<file path="src/rtl/pc_gen.sv">
// Fetch program-counter generator: next-PC selection (trap, return, branch,
// +2/+4 increment), a per-stage PC history, EPC capture and misaligned-target flag.
module pc_gen #(
  parameter int              XLEN       = 32,
  parameter int              HIST_DEPTH = 2,
  parameter logic [XLEN-1:0] RESET_VEC  = {XLEN{1'b0}},
  parameter logic [31:0]     TRAP_VEC   = 32'h0000_0100,
  parameter int              C_EXT      = 1
) (
  input  logic                       clk_i,
  input  logic                       rst_n_i,
  input  logic                       stall_i,
  input  logic                       incr_pc_i,
  input  logic                       incr_half_i,
  input  logic                       branch_taken_i,
  input  logic [XLEN-1:0]            target_i,
  input  logic                       trap_i,
  input  logic                       mret_i,
  output logic [XLEN-1:0]            pc_o,
  output logic [HIST_DEPTH*XLEN-1:0] pc_hist_o,
  output logic [XLEN-1:0]            epc_o,
  output logic                       misalign_o
);

  localparam logic [XLEN-1:0] TRAP_PC    = XLEN'(TRAP_VEC);
  localparam logic [XLEN-1:0] ALIGN_MASK = (C_EXT != 0) ? XLEN'(2'b01) : XLEN'(2'b11);
  localparam logic [XLEN-1:0] STEP_HALF  = XLEN'(3'd2);
  localparam logic [XLEN-1:0] STEP_WORD  = XLEN'(3'd4);

  function automatic logic [XLEN-1:0] align_target(input logic [XLEN-1:0] t);
    return t & ~ALIGN_MASK;
  endfunction

  function automatic logic is_misaligned(input logic [XLEN-1:0] t);
    return |(t & ALIGN_MASK);
  endfunction

  logic [XLEN-1:0] pc_r;
  logic [XLEN-1:0] hist_r [HIST_DEPTH];
  logic [XLEN-1:0] epc_r;
  logic            misalign_r;

  logic [XLEN-1:0] step_s;
  logic [XLEN-1:0] next_pc_s;
  logic [XLEN-1:0] next_epc_s;
  logic            next_misalign_s;
  logic            advance_s;

  // Increment size: half-word steps only exist when compressed support is built in.
  always_comb begin
    step_s = STEP_WORD;
    if (incr_half_i && (C_EXT != 0)) begin
      step_s = STEP_HALF;
    end else begin
      step_s = STEP_WORD;
    end
  end

  // Next-state selection; a trap wins even over a stall, and advances the history.
  always_comb begin
    next_pc_s       = pc_r;
    next_epc_s      = epc_r;
    next_misalign_s = misalign_r;
    advance_s       = 1'b0;
    if (trap_i) begin
      next_pc_s       = TRAP_PC;
      next_epc_s      = hist_r[HIST_DEPTH-1];
      next_misalign_s = 1'b0;
      advance_s       = 1'b1;
    end else if (stall_i) begin
      next_pc_s       = pc_r;
      next_epc_s      = epc_r;
      next_misalign_s = misalign_r;
      advance_s       = 1'b0;
    end else begin
      advance_s       = 1'b1;
      next_misalign_s = 1'b0;
      if (mret_i) begin
        next_pc_s = epc_r;
      end else if (branch_taken_i) begin
        next_pc_s       = align_target(target_i);
        next_misalign_s = is_misaligned(target_i);
      end else if (incr_pc_i) begin
        next_pc_s = pc_r + step_s;
      end else begin
        next_pc_s = pc_r;
      end
    end
  end

  // State registers; history shifts by one entry on every advancing cycle.
  always_ff @(posedge clk_i or negedge rst_n_i) begin
    if (!rst_n_i) begin
      pc_r       <= RESET_VEC;
      epc_r      <= {XLEN{1'b0}};
      misalign_r <= 1'b0;
      for (int k = 0; k < HIST_DEPTH; k++) begin
        hist_r[k] <= RESET_VEC;
      end
    end else begin
      pc_r       <= next_pc_s;
      epc_r      <= next_epc_s;
      misalign_r <= next_misalign_s;
      if (advance_s) begin
        hist_r[0] <= pc_r;
        for (int k = 1; k < HIST_DEPTH; k++) begin
          hist_r[k] <= hist_r[k-1];
        end
      end
    end
  end

  assign pc_o       = pc_r;
  assign epc_o      = epc_r;
  assign misalign_o = misalign_r;

  for (genvar g = 0; g < HIST_DEPTH; g++) begin : g_hist
    assign pc_hist_o[g*XLEN +: XLEN] = hist_r[g];
  end

endmodule

</file>
<file path="config.mk">
export PLATFORM = sky130hd
export DESIGN_NAME = pc_gen
export DESIGN_NICKNAME = d
export VERILOG_FILES = /design/src/rtl/pc_gen.sv
export SDC_FILE = /design/constraint.sdc
export NUM_CORES = 1
export LEC_CHECK = 0
export ABC_AREA = 1
export BUFFER_PORTS_ARGS = -buffer_cell sky130_fd_sc_hd__buf_4
export CORE_ASPECT_RATIO = 0.5
export CORE_MARGIN = 10
export CORE_UTILIZATION = 33
export DETAILED_ROUTE_END_ITERATION = 7
export GPL_ROUTABILITY_DRIVEN = 0
export GPL_TIMING_DRIVEN = 0
export HOLD_SLACK_MARGIN = 0.12
export SYNTH_ARGS = -nofsm -noshare
export SYNTH_HDL_FRONTEND = slang
export SYNTH_SLANG_ARGS = --single-unit
</file>
<file path="constraint.sdc">
create_clock -name clk_i -period 3.9 [get_ports clk_i]
set_input_delay 0.195 -clock clk_i [delete_from_list [all_inputs] [get_ports clk_i]]
set_output_delay 0.195 -clock clk_i [all_outputs]
set_load 0.1 [all_outputs]
</file>
==> After elaboration in Yosys (flattened, before gate mapping) <==
Index checks and enable logic that the tools add are counted.
Widths: inputs -> output; s select.
{ "op_classes": {"addsub": 1, "eq_ne": 1, "muxes": 12, "reduce_logical": 2} }
{ "ops": {"columns": ["cell", "count"], "rows": [
  ["$mux 32", 5],
  ["$add 32x3->32", 1],
  ["$mux 1", 6],
  ["$reduce_bool 4->1", 1],
  ["$mux 3", 1],
  ["$ne 2x1->1 const B", 1],
  ["$reduce_and 2->1", 1]
]} }
{ "totals": {"reg_bits": 129, "in_bits": 40, "out_inout_bits": 129} }

==> Depth between registers and ports, before layout <==
Gate-level depths: netlist of run 1.
{ "logic_depth": {"ltp_word": 7, "depth_mapped": 13} }

==> Worst setup path after synthesis of run 1 <==
OpenSTA, ideal clock, no wires.
{ "synth_timing": {"path_kind": "reg-to-reg", "from": "register pc_r[1], in the netlist pc_o[1]", "to": "register pc_r[31], in the netlist pc_o[31]", "setup_ns": 0.120, "arrival_ns": 2.530, "required_ns": 3.780, "setup_slack_ns": 1.250, "stages_incl_launch_ff": 12, "n_path_buf": 0, "synth_period_minus_slack_ns": 2.650, "cell_sequence": "dfrtp_1 > ha_1 > inv_1 > fa_1 > nor2_2 > nand2_1 > nor2_1 > nand3_1 > nand3_1 > nand2_1 > nand2_1 > nand2_1"} }
{ "synth_via": {"elab_chain_len": 6} }
{ "synth_lines": {"columns": ["item", "line", "source"], "rows": [
  ["from (decl)", "38", "logic [XLEN-1:0] pc_r;"],
  ["from (signal assigned)", "101", "pc_r <= next_pc_s;"],
  ["$add 32x3->32", "84", "next_pc_s = pc_r + step_s;"],
  ["$mux 32", "83", "end else if (incr_pc_i) begin"],
  ["$mux 32", "80", "end else if (branch_taken_i) begin"],
  ["$mux 32", "78", "if (mret_i) begin"],
  ["$mux 32", "70", "end else if (stall_i) begin"],
  ["$mux 32", "65", "if (trap_i) begin"]
]} }
Every way passes these cells. The select of a mux whose other input is x is not followed.
A chain may end at the register's enable or synchronous reset.

==> Worst setup path after layout of run 1 <==
{ "layout_timing": {"from": "register pc_r[1], in the netlist pc_o[1]", "to": "register pc_r[19], in the netlist pc_o[19]"} }
The elaborated chain is that of the path after synthesis.

==> results of run 1 <==
-- routing by layer --
layer,track usage,vias to the layer above
met2,0.301,242
met4,0.0695,0
met3,0.0549,33
met1,0.248,3075
met5,0,-
li1,-,3068
-- flip-flops by register name (all words and copies together), names as in the netlist --
register    flops
pc_hist_o      64
epc_o          32
pc_o           32
misalign_o      1
-- critical path: stages, from the launching register on --
cell     delay (ns)
dfrtp_1        0.37
ha_1           0.20
inv_1          0.07
fa_1           0.47
nor2_2         0.32
nand2_1        0.16
nor2_1         0.30
nand2_1        0.09
nand2_1        0.07
nand2_1        0.05
nand2_1        0.05
nand2_1        0.06
nand2_1        0.05
nand2_1        0.05
-- kinds of logic after synthesis --
group                      after synthesis  synth area share
AOI/OAI and AO/OA                      171             0.140
xor gates and xnor gates                 5           0.00702
adders and majority gates                3           0.00722
buffers and inverters                  109            0.0678
DFF                                    129             0.517
and+or+nand+nor                        417             0.261
-- synthesized netlist by cell type --
master and n:
nand3_1 39, clkbuf_1 21, a21oi_1 59, dfrtp_1 129, xnor2_1 2, buf_2 11, xor2_1 3, o211ai_1 1
nand2_1 313, nor2_2 3, o22ai_1 1, inv_2 3, nor2_1 59, or2_2 1, buf_1 5, fa_1 1
nand3b_1 1, a21oi_4 1, ha_1 2, inv_1 68, o21ai_1 3, nand4_1 1, clkinv_1 1, o21ai_0 106
-- metrics by stage --
stage	cell area [um^2]	hold slack, ns
2_1_floorplan	6240	-0.101
3_3_place_gp	7820	0.474
3_5_place_dp	7850	0.198
4_1_cts	8660	0.121
5_1_grt	8660	0.142
6_report	8660	0.126
-- final timing paths --
kind,from,end,slack (ns),depth (start not counted)
worst max-delay path,pc_o[1],pc_o[19],1.50,13
worst min-delay path,target_i[16],pc_o[16],0.13,5
worst max register to register,pc_o[1],pc_o[19],1.50,13
worst min register to register,misalign_o,misalign_o,0.51,2
max in group asynchronous,rst_n_i,epc_o[28],2.80,3
min in group asynchronous,rst_n_i,pc_hist_o[42],0.34,2
-- final cells by class --
cell class,count,share of cell area
Sequential cell,129,0.373
Multi-Input combinational cell,596,0.299
Timing Repair Buffer,188,0.171
Clock buffer,19,0.0523
Tap cell,259,0.0374
Inverter,72,0.0312
Clock inverter,12,0.0185
Buffer,37,0.0176
-- power by group through the flow --
stage / Sequential, mW / Clock (mW) / Combinational, mW
after floorplan: 2.97 / 0 / 0.295
after global placement: 1.70 / 0 / 2.11
after detailed placement: 1.70 / 0 / 2.13
after CTS: 1.68 / 1.68 / 2.15
after global routing: 1.71 / 1.74 / 2.23
final: 1.68 / 1.66 / 2.13
==> impl_metrics.env, run 1 <==
export IMPL_status="completed"
export IMPL_synth_top_area_frac=0.517
export IMPL_wl_met1_um=11000
export IMPL_die_area_mm2=0.0251
export IMPL_synthCells=834
export IMPL_ant_nets=0
export IMPL_cellLeakagePower_nw=4.23
export IMPL_hold_path_class="input pin to flip-flop"
export IMPL_nFillCells=1868
export IMPL_slew_headroom=0.422
export IMPL_yosys_area_top_type="dfrtp_1"
export IMPL_cap_violations=0
export IMPL_drc=0
export IMPL_cts_path_max_buffers=2
export IMPL_wire_per_inst_um=18.6
export IMPL_fin_nets=1084
export IMPL_power_density_mw_per_mm2=632
export IMPL_cts_sinks=129
export IMPL_cts_root_buf="clkbuf_16"
export IMPL_cp_end_kind="flip-flop"
export IMPL_rsz0062_at_grt="false"
export IMPL_layout_common_cells="313 x nand2_1, 166 x buf_4, 129 x dfrtp_1"
export IMPL_multiInputGateArea_mm2=0.00259
export IMPL_cts_resized=0
export IMPL_ys_seq_area_frac=0.517
export IMPL_initial_core_util=0.338
export IMPL_pwr_share_comb=0.390
export IMPL_grt_pass1_vias=6319
export IMPL_post_cts_setup_buffers=0
export IMPL_fin_cells=1312
export IMPL_worstMarginPinSlew_ns=0.866
export IMPL_clk_pin_slew_ns=0.06
export IMPL_drive_gt1_frac=0.207
export IMPL_internal_power_mw=2.95
export IMPL_cp_start_kind="flip-flop"
export IMPL_finalHoldViolCount=0
export IMPL_cts_hold_buf=20
export IMPL_wl_met2_um=10900
export IMPL_seq_area_mm2=0.00323
export IMPL_ys_warn_count=0
export IMPL_overflow=0
export IMPL_fin_ws_ns=1.50
export IMPL_synthTopCellsByArea="dfrtp_1 52%, nand2_1 19%, o21ai_0 8.5%, a21oi_1 4.7%, inv_1 4.1%"
export IMPL_ys_ff_latch=129
export IMPL_area_growth_pct=38.8
export IMPL_syn_area_mm2=0.00624
export IMPL_postSynthAreaPerCell_um2=7.48
export IMPL_met3_length_um=1870
export IMPL_vias=6418
export IMPL_antenna_cells=0
export IMPL_arrival_ns=2.71
export IMPL_setup_viol=0
export IMPL_antenna_found_initial=0
export IMPL_numCtsBuffers=17
export IMPL_clockPowerShare=0.304
export IMPL_core_mm2=0.0185
export IMPL_rows=35
export IMPL_fp_dieW_um=214
export IMPL_drt_pass1_iter_count=5
export IMPL_p_sw_mw=2.53
export IMPL_slew_violations=0
export IMPL_sw_frac_of_total=0.462
export IMPL_ioPinCount=169
export IMPL_critical_path_required_ns=4.20
export IMPL_routed_via_density=4.89
export IMPL_grt_pass1_wl_um=37400
export IMPL_finalCritPeriodShare=0.616
export IMPL_drt_total_wl_um=24400
export IMPL_utilization=0.469
export IMPL_preCtsSetupSlack_ns=1.56
export IMPL_path_max_fanout=5
export IMPL_top_layer_used="met4"
export IMPL_dieHeight_um=117
export IMPL_dp_cells=1261
export IMPL_fin_tns_setup_ns=0
export IMPL_grt_max_degree=75
export IMPL_clk_latency_ns=0.42
export IMPL_p_seq_frac=0.307
export IMPL_power_mw=5.48
export IMPL_grt_use_total=0.191
export IMPL_synthDistinctLibCells=24
export IMPL_cts_tree="built"
export IMPL_drt_iter0_markers=538
export IMPL_final_common_cell="nand2_1"
export IMPL_htree_levels=4
export IMPL_dp_hpwl_um=18700
export IMPL_skew_ns=0.0101
export IMPL_crit_type="flip-flop to flip-flop"
export IMPL_max_freq_ghz=0.416
export IMPL_synth_fp_nets=877
export IMPL_port_buffers=167
export IMPL_ir_drop_mv=0.335
export IMPL_fin_crit_ns=2.40
(Power assumes the default switching activity.)
==> run 2: changes to the inputs <==
--- a/config.mk
+++ b/config.mk
@@ -5,7 +5,7 @@
 export SDC_FILE = /design/constraint.sdc
 export NUM_CORES = 1
 export LEC_CHECK = 0
-export ABC_AREA = 1
+export ABC_AREA = 0
 export BUFFER_PORTS_ARGS = -buffer_cell sky130_fd_sc_hd__buf_4
 export CORE_ASPECT_RATIO = 0.5
 export CORE_MARGIN = 10
==> constraint.sdc (replaced) <==
create_clock -name clk_i -period 2.2 [get_ports clk_i]
set_input_delay 0.11 -clock clk_i [delete_from_list [all_inputs] [get_ports clk_i]]
set_output_delay 0.11 -clock clk_i [all_outputs]
set_load 0.1 [all_outputs]
==> run 2 against run 1 <==
The run now ends with negative setup slack left. Worst hold slack lost 0.0065 ns. Sequential share of layout area down 0.64 points. Synthesized cell count decreased by 34%. Critical endpoint unchanged.
==> impl_metrics.env, run 2 <==
export IMPL_synthTopCellsByArea="dfrtp_1 52%, mux2_2 17%, a21oi_1 2.8%, o21ai_0 2.1%, nor2_1 1.8%"
export IMPL_antenna_found_initial=0
export IMPL_largest_reg_flops=64
export IMPL_area_growth_pct=45.4
export IMPL_fin_nets=814
export IMPL_die_area_mm2=0.0249
export IMPL_syn_area_mm2=0.00618
export IMPL_rows=35
export IMPL_numCtsBuffers=17
export IMPL_ys_async_sr_fraction=1.00
export IMPL_yosys_area_top_type="dfrtp_1"
export IMPL_vias=5620
export IMPL_drive_gt1_frac=0.474
export IMPL_finalHoldViolCount=0
export IMPL_grt_max_degree=73
export IMPL_hold_path_depth=3
export IMPL_postSynthAreaPerCell_um2=11.2
export IMPL_ir_drop_mv=0.484
export IMPL_crit_start="pc_o[1]"
export IMPL_ioPinCount=169
export IMPL_drt_iter0_markers=550
export IMPL_critical_path_required_ns=2.50
export IMPL_dominantRegCellSynth="dfrtp_1"
export IMPL_fin_tns_setup_ns=-0.351
export IMPL_fin_crit_ns=2.34
export IMPL_crit_type="flip-flop to flip-flop"
export IMPL_rsz0062_at_grt="true"
export IMPL_grt_use_total=0.186
export IMPL_core_mm2=0.0184
export IMPL_max_freq_ghz=0.428
export IMPL_cts_path_max_buffers=2
export IMPL_cp_end_kind="flip-flop"
export IMPL_path_max_fanout=3
export IMPL_setup_viol=5
export IMPL_synth_fp_nets=594
export IMPL_cts_root_buf="clkbuf_16"
export IMPL_worstMarginPinSlew_ns=0.835
export IMPL_reg2reg_depth=11
export IMPL_drt_pass1_iter_count=5
export IMPL_clk_pin_slew_ns=0.07
export IMPL_grt_pass1_wl_um=34800
export IMPL_overflow=0
export IMPL_final_common_cell="buf_4"
export IMPL_grt_pass1_vias=5654
export IMPL_cellLeakagePower_nw=4.10
export IMPL_initial_core_util=0.336
export IMPL_dp_cells=958
export IMPL_layout_common_cells="187 x buf_4, 105 x dfrtp_1, 95 x mux2_2"
export IMPL_finalCritPeriodShare=1.06
export IMPL_cap_violations=0
export IMPL_yosysMostFrequentCell="dfrtp_1"
export IMPL_cp_start_kind="flip-flop"
export IMPL_ys_warn_count=0
export IMPL_slew_headroom=0.443
export IMPL_failed_checks="negative setup slack"
export IMPL_preCtsSetupSlack_ns=-0.446
export IMPL_cts_sinks=129
export IMPL_power_density_mw_per_mm2=983
export IMPL_fp_dieW_um=214
export IMPL_status="finished with violations"
export IMPL_seq_area_mm2=0.00329
export IMPL_skew_ns=0.0133
export IMPL_yosys_top_cells_count="129 x dfrtp_1, 95 x mux2_2, 34 x a21oi_1"
export IMPL_synthCells=551
export IMPL_synth_top_area_frac=0.522
export IMPL_ant_nets=0
export IMPL_dieHeight_um=117
export IMPL_ys_ff_latch=129
export IMPL_dp_hpwl_um=16700
export IMPL_holdWs_ns=0.119
export IMPL_clk_latency_ns=0.43
export IMPL_wire_per_inst_um=22.8
export IMPL_synth_edf_count=0
export IMPL_hold_path_class="input pin to flip-flop"
export IMPL_arrival_ns=2.63
export IMPL_multiInputGateArea_mm2=0.00298
export IMPL_nFillCells=1693
export IMPL_min_from="target_i[19]"
export IMPL_post_dp_cell_area_mm2=0.00785
export IMPL_fin_ws_ns=-0.137
export IMPL_htree_levels=4
export IMPL_slew_violations=0
export IMPL_synthDistinctLibCells=57
export IMPL_design_area_mm2=0.00899
export IMPL_drc=0
export IMPL_fin_cells=1025
export IMPL_routed_via_density=5.48
export IMPL_port_buffers=166
export IMPL_timing_rr_start="pc_o[1]"
export IMPL_ys_seq_area_frac=0.522
export IMPL_drt_total_wl_um=23400
export IMPL_cts_tree="built"
-- run 2: cell count changes after synthesis, moves of 20 or more --
cell and delta:
nor2_1 -29, o21ai_0 -80, inv_1 -63, mux2_2 +95
nand2_1 -284, a21oi_1 -25, nand3_1 -20
-- run 2: layout make-up --
cell class / instances / area share
tap: 240 / 0.0334
sequential: 129 / 0.366
clock buffer: 20 / 0.0497
buffer: 34 / 0.0163
antenna: 1 / 0.000278
multi-input combinational: 378 / 0.332
timing repair buffer: 203 / 0.176
clock inverter: 12 / 0.0230
inverter: 8 / 0.00334
-- run 2: final timing paths --
| path | endpoint | slack, ns |
|---|---|---|
| worst min register to register | pc_hist_o[15] | 0.52 |
| max in group asynchronous | pc_o[11] | 1.17 |
| worst max register to register | pc_o[19] | -0.14 |
| worst min-delay path | pc_o[19] | 0.12 |
| worst max-delay path | pc_o[19] | -0.14 |
| min in group asynchronous | pc_hist_o[60] | 0.25 |
-- run 2: metrics by stage --
step | power, mW | util
floorplan | 4.86 | -
global placement | 5.58 | 0.425
detailed placement | 5.62 | 0.427
CTS | 8.84 | 0.473
global route | 9.15 | 0.488
finish | 8.83 | 0.489
-- run 2: where the power goes --
group / internal (mW) / switching, mW
logic: 0.634 / 2.15
registers: 2.61 / 0.249
clock network: 2.05 / 1.15
total: 5.29 / 3.54
-- run 2: cell families after synthesis --
group                    after synthesis  synth area share
AO/OA/AOI/OAI                        129             0.137
XOR/XNOR                              11            0.0156
adder cells (fa/ha/maj)                3           0.00729
buffers and inverters                 44            0.0269
flip-flops                           129             0.522
multiplexers                          98             0.178
AND/OR/NAND/NOR                      137             0.113
-- run 2: critical path: stages (launching register included) --
cell,delay [ns]
dfrtp_4,0.42
ha_4,0.13
inv_2,0.04
fa_2,0.39
and4b_1,0.27
clkbuf_8,0.14
nand4_1,0.14
buf_4,0.20
buf_4,0.12
buf_4,0.14
nor3_2,0.11
o32ai_1,0.11
-- run 2: per-layer routing --
layer | track usage | routed length (um)
met3 | 0.0566 | 1950
met2 | 0.289 | 11000
met1 | 0.244 | 10000
met5 | 0 | 0
met4 | 0.0610 | 409
-- run 2: what timing repair did --
item                                    4_1_cts  5_1_grt
endpoints found under the setup margin       12       17
setup buffers                                 8       16
hold endpoints to repair                     68        1
hold buffers                                 12        1
gates resized for setup                       6       36
pin swaps                                     5       16
